**config.mk**
```make
export PLATFORM = sky130hd
export DESIGN_NAME = nand_alu_sequencer
export DESIGN_NICKNAME = d
export VERILOG_FILES = /design/src/rtl/nand_alu_sequencer.sv
export SDC_FILE = /design/constraint.sdc
export NUM_CORES = 1
export LEC_CHECK = 0
export BUFFER_PORTS_ARGS = -buffer_cell sky130_fd_sc_hd__buf_2
export CORE_UTILIZATION = 40
export CTS_CLUSTER_DIAMETER = 100
export DETAILED_ROUTE_END_ITERATION = 12
export HOLD_SLACK_MARGIN = 0.05
export SETUP_SLACK_MARGIN = 0.1
export SYNTH_ARGS = -nofsm -noshare
export SYNTH_HDL_FRONTEND = slang
export SYNTH_SLANG_ARGS = --single-unit
```
**constraint.sdc**
```tcl
create_clock -name clk -period 4.8 [get_ports clk]
set_input_delay 0.24 -clock clk [delete_from_list [all_inputs] [get_ports clk]]
set_output_delay 0.24 -clock clk [all_outputs]
set_load 0.005 [all_outputs]
```
**src/rtl/nand_alu_sequencer.sv**
```systemverilog
// Multi-cycle bitwise ALU built on one shared NAND array.
// Each op is a fixed schedule of NAND passes, one per clock.
module nand_alu_sequencer #(
  parameter int WIDTH = 32
) (
  input  logic             clk,
  input  logic             reset_n,
  input  logic             start_valid,
  output logic             start_ready,
  input  logic [2:0]       op,
  input  logic [WIDTH-1:0] a,
  input  logic [WIDTH-1:0] b,
  output logic [WIDTH-1:0] nand_a,
  output logic [WIDTH-1:0] nand_b,
  input  logic [WIDTH-1:0] nand_result,
  output logic             res_valid,
  input  logic             res_ready,
  output logic [WIDTH-1:0] result,
  output logic             busy
);

  typedef enum logic [1:0] {IDLE, RUN, DONE} state_t;
  typedef enum logic [2:0] {S_RA, S_RB, S_T, S_P, S_Q} src_t;
  typedef enum logic [1:0] {D_T, D_P, D_Q, D_R} dst_t;

  state_t state, state_nx;
  logic [2:0] step, rop;
  logic [WIDTH-1:0] ra, rb, t, p, q;
  logic [WIDTH-1:0] opa, opb;
  src_t sa, sb;
  dst_t dst;

  // Pass schedule; the pass writing R is the last one.
  always_comb begin
    sa  = S_RA;
    sb  = S_RA;
    dst = D_R;
    unique case (rop)
      3'd0: sb = S_RB;
      3'd1: begin
        if (step == 3'd0) begin
          sb  = S_RB;
          dst = D_T;
        end else begin
          sa = S_T;
          sb = S_T;
        end
      end
      3'd2, 3'd3: begin
        case (step)
          3'd0: dst = D_P;
          3'd1: begin
            sa  = S_RB;
            sb  = S_RB;
            dst = D_Q;
          end
          3'd2: begin
            sa  = S_P;
            sb  = S_Q;
            dst = (rop == 3'd3) ? D_T : D_R;
          end
          default: begin
            sa = S_T;
            sb = S_T;
          end
        endcase
      end
      3'd4, 3'd5: begin
        case (step)
          3'd0: begin
            sb  = S_RB;
            dst = D_T;
          end
          3'd1: begin
            sb  = S_T;
            dst = D_P;
          end
          3'd2: begin
            sa  = S_RB;
            sb  = S_T;
            dst = D_Q;
          end
          3'd3: begin
            sa  = S_P;
            sb  = S_Q;
            dst = (rop == 3'd5) ? D_T : D_R;
          end
          default: begin
            sa = S_T;
            sb = S_T;
          end
        endcase
      end
      3'd6: sb = S_RA;
      default: begin
        if (step == 3'd0) begin
          dst = D_T;
        end else begin
          sa = S_T;
          sb = S_T;
        end
      end
    endcase
  end

  always_comb begin
    opa = ra;
    case (sa)
      S_RB:    opa = rb;
      S_T:     opa = t;
      S_P:     opa = p;
      S_Q:     opa = q;
      default: opa = ra;
    endcase
    opb = ra;
    case (sb)
      S_RB:    opb = rb;
      S_T:     opb = t;
      S_P:     opb = p;
      S_Q:     opb = q;
      default: opb = ra;
    endcase
  end

  always_comb begin
    state_nx = state;
    unique case (state)
      IDLE:    if (start_valid) state_nx = RUN;
      RUN:     if (dst == D_R) state_nx = DONE;
      DONE:    if (res_ready) state_nx = IDLE;
      default: state_nx = IDLE;
    endcase
  end

  assign start_ready = (state == IDLE);
  assign busy        = (state == RUN) || (state == DONE);
  assign res_valid   = (state == DONE);
  assign nand_a      = (state == RUN) ? opa : '0;
  assign nand_b      = (state == RUN) ? opb : '0;

  always_ff @(posedge clk or negedge reset_n) begin
    if (!reset_n) begin
      state  <= IDLE;
      step   <= '0;
      rop    <= '0;
      ra     <= '0;
      rb     <= '0;
      t      <= '0;
      p      <= '0;
      q      <= '0;
      result <= '0;
    end else begin
      state <= state_nx;
      if (state == IDLE && start_valid) begin
        rop  <= op;
        ra   <= a;
        rb   <= b;
        step <= '0;
      end
      if (state == RUN) begin
        step <= step + 3'd1;
        unique case (dst)
          D_T:     t      <= nand_result;
          D_P:     p      <= nand_result;
          D_Q:     q      <= nand_result;
          default: result <= nand_result;
        endcase
      end
    end
  end

endmodule

```
==> qor.yml <==
die:
  core_region_area_sq_mm: 0.0244
  placementRows: 57
  die_w_um: 160
  io_pins: 202
  die_y_um: 160
  start_util_pct: 41.0
  die_area_sq_mm: 0.0256
placed_design:
  dp_cells: 1306
  port_buffers: 201
  globalplace.congestion: 0.772
  dp_hpwl_um: 17600
  place_area_sq_mm: 0.0112
clock_network:
  cts_root_buffer: "clkbuf_16"
  clkTransAtPathRegs_ps: 70
  cts_buffer_depth: 2
  post_cts_buffers: 0
  cts_resized: 0
  clk_latency_ps: 450
  cts_tree: "done"
  cts_buffers: 17
  htree_levels: 4
  hold_buffers: 64
  clock_sinks: 200
final_layout:
  layout-drive-gt1-share_pct: 42.2
  stdcell_count: 1402
  regArea_sq_mm: 0.00500
  stdcell_area_sq_mm: 0.0125
  syn_to_final_growth_pct: 24.5
  fin_nets: 1176
  antenna_cells: 0
  fillerInstances: 2194
  multi_input_area_sq_mm: 0.00466
detailed_routing:
  wl_per_cell_um: 20.4
  remaining_drc_errors: 0
  vias: 8285
  antenna_left: 0
  first_iter_violations: 829
  first_pass_iters: 7
  routed_wl_um: 28600
  vias_per_cell: 5.91
sta:
  drv_slew: 0
  rsz0062_at_grt: "false"
  max_freq_mhz: 243
  fin_crit_ps: 4120
  finalHoldViolCount: 0
  setup_tns_ps: 0
  timing.clock.skew_ps: 14.6
  worst_pin_slew_ps: 1150
  setup_violations: 0
  timing.final.crit_share_pct: 85.8
  relSlewSlack_pct: 23.2
worst_setup_path:
  crit_slowest_cell: "or2_4"
  slowest_delay_ps: 620
  critical-path-top-delay-family: "simple AND/OR/NAND/NOR gates"
  worstSetupEndpointType: "output port"
  cp_cell_sequence: "inv_1 -> ha_1 -> nor4bb_1 -> or2_4 -> o21ai_0 -> o21a_2 -> a211oi_1 -> buf_2"
  rr_worst_depth: 7
  arrival_ps: 3880
  r2r_end: "q[29]"
  crit_required_ps: 4560
  r2r_start: "step[2]"
  critPathBufInv: 2
  crit_fanout: 49
  cp-start-kind: "flip-flop"
  r2r_slack_ps: 1510
  worstSetupPathType: "flip-flop to output port"
yosys:
  netlist.area_leader.share_pct: 50.1
  yosysSeqAreaShare_pct: 50.1
  yosysTopAreaCell: "dfrtp_1"
  async_reset_ff_share_pct: 100
  synth_area_leaders: "dfrtp_1 50%, mux2_2 21%, o21ai_0 3.5%, a222oi_1 3.2%, o31ai_1 2.5%"
  synth_nets: 958
  synth_edf_count: 0
  synth_seq_cells: 200
  syn_inst: 847
  yosysUniqueCellTypes: 47
  synth_warnings: 0
  syn_avg_cell_area_sq_um: 11.8
  synthFlopType: "dfrtp_1"
  synth_area_sq_mm: 0.0100
min_path:
  min_from: "op[0]"
  whs_endpoint: "rop[0]"
  hold_depth: 2
  min_path_type: "input port to flip-flop"
global_routing:
  track_usage_pct: 22.8
  grt_pass1_vias: 8195
  grt_pass1_wl_um: 45800
  antenna_found_initial: 0
  grt_max_degree: 121
  gr-total-overflow: 0
outcome:
  status: "complete, no violations"
flow_run:
  cap_violations: 0
pwr:
  p_leak_nw: 5.31
  ir_worst_vdd_mv: 0.584
  power_density_mw_per_mm2: 776
-- flip-flops by register name, indices dropped and copies added, names as in the netlist --
| name | count |
|---|---|
| p | 32 |
| q | 32 |
| ra | 32 |
| rb | 32 |
| result | 32 |
| t | 32 |
| rop | 3 |
| step | 3 |
| state | 2 |
-- area by class of cell --
type                            instances  area share [%]
Timing Repair Buffer                  281            14.3
Multi-Input combinational cell        557            37.4
Inverter                                8           0.241
Sequential cell                       200            40.2
Tap cell                              324            3.25
Clock buffer                           17            3.42
Clock inverter                         15            1.25
-- power by group --
part	internal [mW]	switching, mW	total, mW
combinational	2.23	2.86	5.09
sequential	2.53	0.622	3.15
clock	0.699	0.730	1.43
total	5.46	4.21	9.67
-- cell usage after synthesis, types with 2 or more instances --
cell       instances
clkbuf_1          45
buf_6              6
o31ai_1           33
nor4_1            32
nand3_1           40
mux2i_1            2
o21a_1             4
nand2_1           37
nor2b_1            3
inv_1              8
clkbuf_2           2
nor2_1             5
a211oi_1          32
mux2_1             9
ha_1               8
mux2_2           186
o21ai_0           70
o2111ai_1          2
dfrtp_1          200
a31oi_1           32
buf_2             10
nor4bb_1           2
nand4_1            2
a222oi_1          32
nand2b_1           4
o21ba_2            3
buf_4              6
buf_1             13
-- routing by layer --
metal	part of all wire [%]	global-route usage [%]
met1	45	31.9
met2	47	36.2
met3	6.2	4.03
met4	1.5	6.80
met5	0	0
-- cells in the final DEF, fill, tap and decap left out, types with 5 or more instances in the layout --
master	count
nand2_1	35
nand3_1	39
ha_1	7
buf_4	16
dfrtp_1	200
inv_1	8
o21ai_0	70
a211oi_1	32
mux2_2	186
nor4_1	32
o31ai_1	33
buf_2	200
mux2_1	9
a31oi_1	32
a222oi_1	32
clkinv_4	5
clkbuf_16	17
dlygate4sd3_1	64
-- through the flow --
stage	setup WS [ps]	utilization [%]	hold WS (ps)	total power, mW
floorplan	2400	-	-55.6	6.43
global placement	1230	46.1	465	8.09
detailed placement	1220	46.1	476	8.18
global route	421	51.1	59.4	10.3
CTS	701	51.1	57.7	9.69
finish	682	51.1	62.9	9.67
-- how the worst max path moves through the flow --
stage            start    endpoint  slack, ps  depth (start not counted)
3_3_place_gp   step[0]  nand_b[31]       1230                          8
3_5_place_dp   step[0]  nand_b[31]       1220                          8
6_report       step[0]  nand_b[31]        680                          8
5_1_grt        step[0]  nand_b[13]        420                          8
2_1_floorplan  step[0]  nand_a[10]       2400                          9
4_1_cts        step[0]   nand_b[9]        700                          8
-- cell families after synthesis --
kind of cell / count (synthesis) / synth area share [%]
and+or+nand+nor: 136 / 7.36
AOI/OAI and AO/OA: 214 / 15.1
buffers and inverters: 90 / 4.20
muxes: 197 / 22.2
DFF: 200 / 50.1
adders and majority gates: 8 / 1.00
xor gates and xnor gates: 2 / 0.175
No activity file was read; power rests on OpenSTA's default activity.
